<file path="config.mk">
export PLATFORM = sky130hd
export DESIGN_NAME = audio_channel_mixer
export DESIGN_NICKNAME = d
export VERILOG_FILES = /design/src/rtl/audio_mixer_pkg.sv /design/src/rtl/audio_mix_mac.sv /design/src/rtl/audio_channel_mixer.sv
export SDC_FILE = /design/constraint.sdc
export NUM_CORES = 2
export LEC_CHECK = 0
export CORE_AREA = 2 2 351 353
export CTS_CLUSTER_SIZE = 16
export DETAILED_ROUTE_END_ITERATION = 16
export DIE_AREA = 0 0 353 355
export PLACE_DENSITY = 0.57
export SLEW_MARGIN = 20
export SYNTH_ARGS = -nofsm -noshare
export SYNTH_HDL_FRONTEND = slang
export SYNTH_SLANG_ARGS = --single-unit
</file>
<file path="constraint.sdc">
create_clock -name clk_sys -period 22.8 [get_ports clk_sys]
set_input_delay 6.84 -clock clk_sys [delete_from_list [all_inputs] [get_ports clk_sys]]
set_output_delay 6.84 -clock clk_sys [all_outputs]
set_load 0.02 [all_outputs]
</file>
<file path="src/rtl/audio_mixer_pkg.sv">
// Shared types and helpers for the audio channel mixer: crossfeed modes, FSM
// states, unity-gain derivation, output clamping and input-format conversion.
package audio_mixer_pkg;

  typedef enum logic [1:0] {
    MIX_NONE = 2'd0,
    MIX_25   = 2'd1,
    MIX_50   = 2'd2,
    MIX_MONO = 2'd3
  } mix_mode_e;

  typedef enum logic [2:0] {
    ST_IDLE   = 3'd0,
    ST_ACCUM  = 3'd1,
    ST_MIX    = 3'd2,
    ST_MASTER = 3'd3,
    ST_SAT    = 3'd4,
    ST_HOLD   = 3'd5
  } mixer_state_e;

  // 0 dB point of an unsigned gain word of gain_w bits
  function automatic int unity_gain(input int gain_w);
    return 1 << (gain_w - 1);
  endfunction

  // Clamp a wide signed value into the two's-complement range of ow bits
  function automatic logic signed [63:0] sat_clamp(input logic signed [63:0] value,
                                                   input int ow);
    logic signed [63:0] hi;
    logic signed [63:0] lo;
    hi = (64'sd1 <<< (ow - 1)) - 64'sd1;
    lo = -(64'sd1 <<< (ow - 1));
    if (value > hi) return hi;
    if (value < lo) return lo;
    return value;
  endfunction

  // Offset-binary samples become two's complement by flipping the MSB of the
  // width-bit field; two's-complement samples pass through untouched.
  function automatic logic [31:0] to_signed(input logic [31:0] sample,
                                            input int width,
                                            input logic is_signed);
    if (is_signed) return sample;
    return sample ^ (32'd1 << (width - 1));
  endfunction

endpackage

</file>
<file path="src/rtl/audio_mix_mac.sv">
// One multiply-accumulate lane of the mixer: acc += sample * gain, with a
// synchronous clear that takes priority over accumulation.
module audio_mix_mac #(
  parameter int DW     = 16,
  parameter int GAIN_W = 8,
  parameter int ACC_W  = 27
) (
  input  logic                     clk,
  input  logic                     clr,
  input  logic                     en,
  input  logic signed [DW-1:0]     sample,
  input  logic        [GAIN_W-1:0] gain,
  output logic signed [ACC_W-1:0]  acc
);

  logic signed [DW+GAIN_W:0] prod;

  // Gain is unsigned, so zero-extend it before the signed multiply
  assign prod = sample * $signed({1'b0, gain});

  // Accumulate one channel product per enabled cycle
  always_ff @(posedge clk) begin
    if (clr) begin
      acc <= '0;
    end else if (en) begin
      acc <= acc + ACC_W'(prod);
    end
  end

endmodule

</file>
<file path="src/rtl/audio_channel_mixer.sv">
// N-channel stereo mixer: per-channel gain/enable, offset-binary conversion,
// L/R crossfeed, pause soft-mute ramp and output saturation, one frame per
// sample strobe using a time-multiplexed MAC per side.
// Optional feature macro: AUDIO_MIXER_CLIP_EN adds sticky clip flags and a
// saturating clip counter; without it those ports do not exist.
module audio_channel_mixer
  import audio_mixer_pkg::*;
#(
  parameter int DW        = 16,
  parameter int OW        = 16,
  parameter int CHANNELS  = 4,
  parameter int GAIN_W    = 8,
  parameter int RAMP_STEP = 1
) (
  input  logic                         clk_sys,
  input  logic                         reset,
  input  logic                         sample_stb,
  input  logic [CHANNELS*DW-1:0]       ch_l,
  input  logic [CHANNELS*DW-1:0]       ch_r,
  input  logic [CHANNELS-1:0]          ch_signed,
  input  logic [CHANNELS*GAIN_W-1:0]   ch_gain,
  input  logic [CHANNELS-1:0]          ch_en,
  input  logic [1:0]                   mix,
  input  logic                         pause_core,
  output logic signed [OW-1:0]         out_l,
  output logic signed [OW-1:0]         out_r,
  output logic                         out_valid,
  input  logic                         out_ready,
  output logic                         busy,
  output logic                         overrun
`ifdef AUDIO_MIXER_CLIP_EN
  ,
  input  logic                         clip_clr,
  output logic                         clip_l,
  output logic                         clip_r,
  output logic [15:0]                  clip_count
`endif
);

  localparam int CNT_W = (CHANNELS > 1) ? $clog2(CHANNELS) : 1;
  localparam int ACC_W = DW + GAIN_W + $clog2(CHANNELS) + 1;
  localparam int MW    = ACC_W + 3;
  localparam int PW    = ACC_W + GAIN_W + 1;
  localparam logic [GAIN_W-1:0] UNITY_G = GAIN_W'(unity_gain(GAIN_W));
  localparam logic [GAIN_W-1:0] STEP_G  = GAIN_W'(RAMP_STEP);
  localparam logic [CNT_W-1:0]  LAST_CH = CNT_W'(CHANNELS - 1);

  mixer_state_e              state;
  logic [CNT_W-1:0]          ch_idx;
  logic [GAIN_W-1:0]         mute_gain;
  logic [GAIN_W-1:0]         next_mute;
  logic                      accept;

  logic [CHANNELS*DW-1:0]     ch_l_p0;
  logic [CHANNELS*DW-1:0]     ch_r_p0;
  logic [CHANNELS-1:0]        sgn_p0;
  logic [CHANNELS*GAIN_W-1:0] gain_p0;
  logic [CHANNELS-1:0]        en_p0;
  mix_mode_e                  mix_p0;

  logic [DW-1:0]             raw_l;
  logic [DW-1:0]             raw_r;
  logic [GAIN_W-1:0]         lane_gain;
  logic                      lane_sgn;
  logic                      lane_en;
  logic signed [DW-1:0]      samp_l;
  logic signed [DW-1:0]      samp_r;
  logic signed [ACC_W-1:0]   acc_l;
  logic signed [ACC_W-1:0]   acc_r;

  logic signed [MW-1:0]      lw;
  logic signed [MW-1:0]      rw;
  logic signed [MW-1:0]      mix_l_w;
  logic signed [MW-1:0]      mix_r_w;
  logic signed [ACC_W-1:0]   mix_l_p1;
  logic signed [ACC_W-1:0]   mix_r_p1;

  logic signed [PW-1:0]      gain_l_w;
  logic signed [PW-1:0]      gain_r_w;
  logic signed [ACC_W-1:0]   master_l_p2;
  logic signed [ACC_W-1:0]   master_r_p2;

  logic signed [OW-1:0]      sat_l;
  logic signed [OW-1:0]      sat_r;

  assign accept = (state == ST_IDLE) && sample_stb;

  // Soft-mute ramp target for the frame being accepted
  always_comb begin
    next_mute = mute_gain;
    if (pause_core) begin
      next_mute = (mute_gain > STEP_G) ? (mute_gain - STEP_G) : '0;
    end else begin
      next_mute = (mute_gain < (UNITY_G - STEP_G)) ? (mute_gain + STEP_G) : UNITY_G;
    end
  end

  // ---- stage p0: channel lane selection from the frame snapshot ----
  assign raw_l     = ch_l_p0[int'(ch_idx)*DW +: DW];
  assign raw_r     = ch_r_p0[int'(ch_idx)*DW +: DW];
  assign lane_gain = gain_p0[int'(ch_idx)*GAIN_W +: GAIN_W];
  assign lane_sgn  = sgn_p0[ch_idx];
  assign lane_en   = en_p0[ch_idx];
  assign samp_l    = lane_en ? DW'(to_signed(32'(raw_l), DW, lane_sgn)) : '0;
  assign samp_r    = lane_en ? DW'(to_signed(32'(raw_r), DW, lane_sgn)) : '0;

  audio_mix_mac #(.DW(DW), .GAIN_W(GAIN_W), .ACC_W(ACC_W)) u_mac_l (
    .clk    (clk_sys),
    .clr    (reset || accept),
    .en     (state == ST_ACCUM),
    .sample (samp_l),
    .gain   (lane_gain),
    .acc    (acc_l)
  );

  audio_mix_mac #(.DW(DW), .GAIN_W(GAIN_W), .ACC_W(ACC_W)) u_mac_r (
    .clk    (clk_sys),
    .clr    (reset || accept),
    .en     (state == ST_ACCUM),
    .sample (samp_r),
    .gain   (lane_gain),
    .acc    (acc_r)
  );

  // ---- stage p1: L/R crossfeed, floor via arithmetic shift ----
  assign lw = MW'(acc_l);
  assign rw = MW'(acc_r);

  // Weighted crossfeed; weights sum to one so the result fits the accumulator width
  always_comb begin
    mix_l_w = lw;
    mix_r_w = rw;
    case (mix_p0)
      MIX_NONE: begin
        mix_l_w = lw;
        mix_r_w = rw;
      end
      MIX_25: begin
        mix_l_w = ((lw <<< 3) - lw + rw) >>> 3;
        mix_r_w = ((rw <<< 3) - rw + lw) >>> 3;
      end
      MIX_50: begin
        mix_l_w = ((lw <<< 1) + lw + rw) >>> 2;
        mix_r_w = ((rw <<< 1) + rw + lw) >>> 2;
      end
      MIX_MONO: begin
        mix_l_w = (lw + rw) >>> 1;
        mix_r_w = (lw + rw) >>> 1;
      end
      default: begin
        mix_l_w = lw;
        mix_r_w = rw;
      end
    endcase
  end

  // ---- stage p2: master mute gain, then remove the channel unity scaling ----
  assign gain_l_w = PW'(mix_l_p1) * $signed({1'b0, mute_gain});
  assign gain_r_w = PW'(mix_r_p1) * $signed({1'b0, mute_gain});

  // ---- output stage: saturation to OW bits ----
  assign sat_l = OW'(sat_clamp(64'(master_l_p2), OW));
  assign sat_r = OW'(sat_clamp(64'(master_r_p2), OW));

  // Datapath registers: frame snapshot, crossfeed and master-gain results
  always_ff @(posedge clk_sys) begin
    if (accept) begin
      ch_l_p0 <= ch_l;
      ch_r_p0 <= ch_r;
      sgn_p0  <= ch_signed;
      gain_p0 <= ch_gain;
      en_p0   <= ch_en;
      mix_p0  <= mix_mode_e'(mix);
    end
    if (state == ST_MIX) begin
      mix_l_p1 <= ACC_W'(mix_l_w);
      mix_r_p1 <= ACC_W'(mix_r_w);
    end
    if (state == ST_MASTER) begin
      master_l_p2 <= ACC_W'((gain_l_w >>> (GAIN_W - 1)) >>> (GAIN_W - 1));
      master_r_p2 <= ACC_W'((gain_r_w >>> (GAIN_W - 1)) >>> (GAIN_W - 1));
    end
  end

  // Frame sequencer with registered outputs, overrun detection and mute ramp
  always_ff @(posedge clk_sys) begin
    if (reset) begin
      state     <= ST_IDLE;
      ch_idx    <= '0;
      mute_gain <= UNITY_G;
      out_l     <= '0;
      out_r     <= '0;
      out_valid <= 1'b0;
      busy      <= 1'b0;
      overrun   <= 1'b0;
    end else begin
      overrun <= sample_stb && (state != ST_IDLE);
      case (state)
        ST_IDLE: begin
          if (sample_stb) begin
            state     <= ST_ACCUM;
            ch_idx    <= '0;
            busy      <= 1'b1;
            mute_gain <= next_mute;
          end
        end
        ST_ACCUM: begin
          if (ch_idx == LAST_CH) begin
            state <= ST_MIX;
          end else begin
            ch_idx <= ch_idx + CNT_W'(1);
          end
        end
        ST_MIX:    state <= ST_MASTER;
        ST_MASTER: state <= ST_SAT;
        ST_SAT: begin
          out_l     <= sat_l;
          out_r     <= sat_r;
          out_valid <= 1'b1;
          busy      <= 1'b0;
          state     <= ST_HOLD;
        end
        ST_HOLD: begin
          if (out_ready) begin
            out_valid <= 1'b0;
            state     <= ST_IDLE;
          end
        end
        default: state <= ST_IDLE;
      endcase
    end
  end

`ifdef AUDIO_MIXER_CLIP_EN
  logic clip_l_evt;
  logic clip_r_evt;

  assign clip_l_evt = (64'(sat_l) != 64'(master_l_p2));
  assign clip_r_evt = (64'(sat_r) != 64'(master_r_p2));

  // Sticky clip flags and per-frame clip counter; clear beats a same-cycle clip
  always_ff @(posedge clk_sys) begin
    if (reset || clip_clr) begin
      clip_l     <= 1'b0;
      clip_r     <= 1'b0;
      clip_count <= '0;
    end else if ((state == ST_SAT) && (clip_l_evt || clip_r_evt)) begin
      clip_l <= clip_l | clip_l_evt;
      clip_r <= clip_r | clip_r_evt;
      if (clip_count != 16'hFFFF) begin
        clip_count <= clip_count + 16'd1;
      end
    end
  end
`endif

endmodule
</file>
==> summary.txt <==
Run status
  – Status: completed

Worst setup path
  – CP bufs+invs: 3
  – Levels on crit path: 4
  – Worst path slowest cell: buf_4
  – Required @ worst endpoint: 23.06 ns
  – Worst EP arrival: 9.42 ns
  – R2R setup slack: 14.52 ns
  – Critical path class: in2reg
  – Worst setup EP type: flip-flop
  – R2r startpoint: ch_idx[1]
  – Crit path from: sample_stb
  – Crit-path max FO: 106
  – Reg2reg path depth: 21
  – Crit path to: ch_l_p0[49]
  – Crit-path cells: clkdlybuf4s50_1 > nand2_1 > inv_8 > buf_4
  – Startpoint types: primary input
  – Crit path max-delay family: buffers and inverters
  – Worst reg2reg path endpoint: u_mac_l.acc[25]
  – Max incr delay on CP: 0.84 ns

Synthesis
  – Mapped Nets: 6380
  – EDFF count, synth: 268
  – Mapped Area: 48240 um^2
  – Synth area leader: fa_1
  – Post-Synthesis Cells: 5092
  – Syn Area/Cell: 9.474 um^2
  – Sequential area share after synthesis: 20.92%
  – Synth top area share: 28.84%
  – Top FF cell, synth: edfxtp_1
  – Synth warn: 0
  – Asr flop ratio synth: 0%
  – Synthesized flop and latch total: 370
  – Netlist cell types: 83
  – Synth area leaders: fa_1, edfxtp_1, ha_1

Timing
  – Peak Freq: 109.3 MHz
  – Max-slew headroom: 27.67%
  – Tmin final: 9.152 ns
  – Worst hold slack: 0.4487 ns
  – Fin. max-slew vios: 0
  – RSZ-0062 raised after global routing: false
  – Slew @ Worst Pin: 1.083 ns
  – Setup WS post-layout: 13.65 ns
  – Setup Skew: 0.05123 ns
  – Count of final setup violators: 0
  – Final Hold Fails: 0
  – Crit share post-route: 40.14%
  – Setup total negative slack: 0 ns

Layout
  – Commonest non-fill, non-tap cell in the layout: inv_1
  – Most frequent cells in the layout: inv_1, fa_1, nand2_1, ha_1, nor2_1
  – Antenna fix cells: 0
  – # fillers: 11960
  – Final net count: 6504
  – Post-route cell area: 53510 um^2
  – Area of the multi-input gates: 34140 um^2
  – Layout cell share with drive strength beyond 1: 3.789%
  – Register area: 10100 um^2
  – Area growth from synthesis to layout: 10.91%

Routing
  – Drt drc: 0
  – WL/cell: 17.34 um
  – Initial DRC count: 1994
  – Drt total wl: 119300 um
  – Routed Antenna Nets: 0
  – Drt first pass iters: 5
  – Vias per std cell: 5.062
  – Vias: 34810

Die
  – Rows: 128
  – DIE AREA: 125300 um^2
  – Die span in x: 353 um
  – Initial Util: 39.74%
  – # IOs: 210
  – Die height: 355 um
  – Core footprint: 121400 um^2

Run
  – MaxCap Viol Count: 0

Power
  – Peak VDD IR: 0.00006601 V
  – Pwr dens: 117.6 nW/um^2
  – Leakage power: 0.02507 uW

Clocking
  – CTS hold repair buffers: 0
  – Post-CTS Repair Setup Buffers: 0
  – Clk Latency, worst-skew pair: 0.64 ns
  – Htree depth: 2
  – Num CTS Buffers: 45
  – Worst-path clk slew: 0.05 ns
  – CTS tree: done
  – # clock sinks: 370
  – Post_cts resized: 0
  – Clock Path Buffers: 3
  – CTS root buffer: clkbuf_16

GRT
  – Initial antenna violation count: 1
  – GRT overflow: 0
  – GRT Total Usage: 19.24%
  – Largest net degree at the start of global routing: 107
  – Vias in the first global route: 36480
  – First-pass GRT wire length: 194400 um

Placement
  – DP Worst Slack: 13.01 ns
  – Buffers on Ports: 209
  – Area after DPL: 52020 um^2
  – GP Congestion: 0.9208
  – DP HPWL: 97650 um

Worst hold path
  – Hold depth: 2
  – Hold Path Class: reg2reg
where the power goes:
group          internal (uW)  switching (uW)  leakage, uW  total [uW]
clock network            413             307     0.000708         720
logic                   1940            2700       0.0210        4640
registers                821             113      0.00334         934
cells in the mapped netlist, types with 18 or more instances:
cell type and n:
nor3_1 59, a211oi_1 48, and2_1 277, edfxtp_1 268
o21ai_0 173, o31ai_1 18, xor2_1 66, inv_1 914
a21o_1 74, nand2b_1 52, nor2_1 347, mux2i_1 34
clkbuf_1 144, mux4_2 32, nand2_1 488, and3_1 25
nand3_1 42, dfxtp_1 102, mux2_2 24, o21bai_1 22
nor2b_1 35, nand4_1 19, a31oi_1 32, a21oi_1 286
fa_1 695, xnor2_1 140, ha_1 418, o21a_1 28
final cells by class:
cell class / count / share of cell area (%)
Clock inverter: 30 / 0.5870
Tap cell: 1625 / 3.800
Multi-Input combinational cell: 3644 / 63.81
Timing Repair Buffer: 240 / 4.336
Clock buffer: 53 / 2.161
Sequential cell: 370 / 18.88
Inverter: 915 / 6.433
flip-flops by register name (all words and copies together) (netlist names), 4 cells and up:
name,flops
u_mac_l.acc,27
mix_r_p1,27
ch_r_p0,64
out_r,16
gain_p0,32
master_r_p2,22
mute_gain,8
u_mac_r.acc,27
en_p0,4
sgn_p0,4
mix_l_p1,27
master_l_p2,22
ch_l_p0,64
out_l,16
metal layers:
layer  up-vias  wire, um  GRT usage [%]
met5         -        13              0
met4         2      2758          4.757
met3       147      4539          2.113
met1     17210     54000          25.54
li1      16750         -              -
met2       699     57970          33.59
worst min-delay path by stage:
stage / from / endpoint
floorplan: master_l_p2[21] / out_l[15]
global placement: out_l[1] / out_l[1]
detailed placement: out_r[3] / out_r[3]
CTS: out_r[3] / out_r[3]
global route: out_r[3] / out_r[3]
finish: out_r[3] / out_r[3]
worst reg2reg max path, cell delays in order, from the launching register on:
cell and delay, ns:
dfxtp_4 0.67, buf_4 0.61, mux2_2 0.44, o21ai_0 0.51, nand2b_1 0.32, nor2_1 0.10
fa_1 0.53, fa_1 0.57, fa_1 0.43, fa_1 0.52, fa_1 0.43, ha_1 0.35
and3_1 0.19, a221o_1 0.41, a31o_2 0.28, nor2_1 0.17, nor4b_1 0.53, nor3_1 0.15
a2111o_1 0.43, o31ai_1 0.27, nand4_1 0.12, o311ai_0 0.14
cells by family (layout without fill, tap and decap cells):
| group | after synthesis | in the layout | share of synthesized area (%) |
|---|---|---|---|
| XOR/XNOR | 206 | 206 | 3.740 |
| multiplexers | 90 | 90 | 2.760 |
| AO/OA/AOI/OAI | 807 | 807 | 10.36 |
| AND/OR/NAND/NOR | 1428 | 1428 | 14.13 |
| adder cells (fa/ha/maj) | 1113 | 1113 | 39.68 |
| flip-flops | 370 | 370 | 20.92 |
| buffers and inverters | 1078 | 1238 | 8.406 |
through the flow:
stage,total power [uW],instances,util (%)
2_1_floorplan,4456,5092,-
3_3_place_gp,5507,6794,42.85
3_5_place_dp,5552,6794,42.85
4_1_cts,6313,6877,44.06
5_1_grt,6959,6877,44.07
6_report,6290,6877,44.07
(Power assumes the default switching activity.)
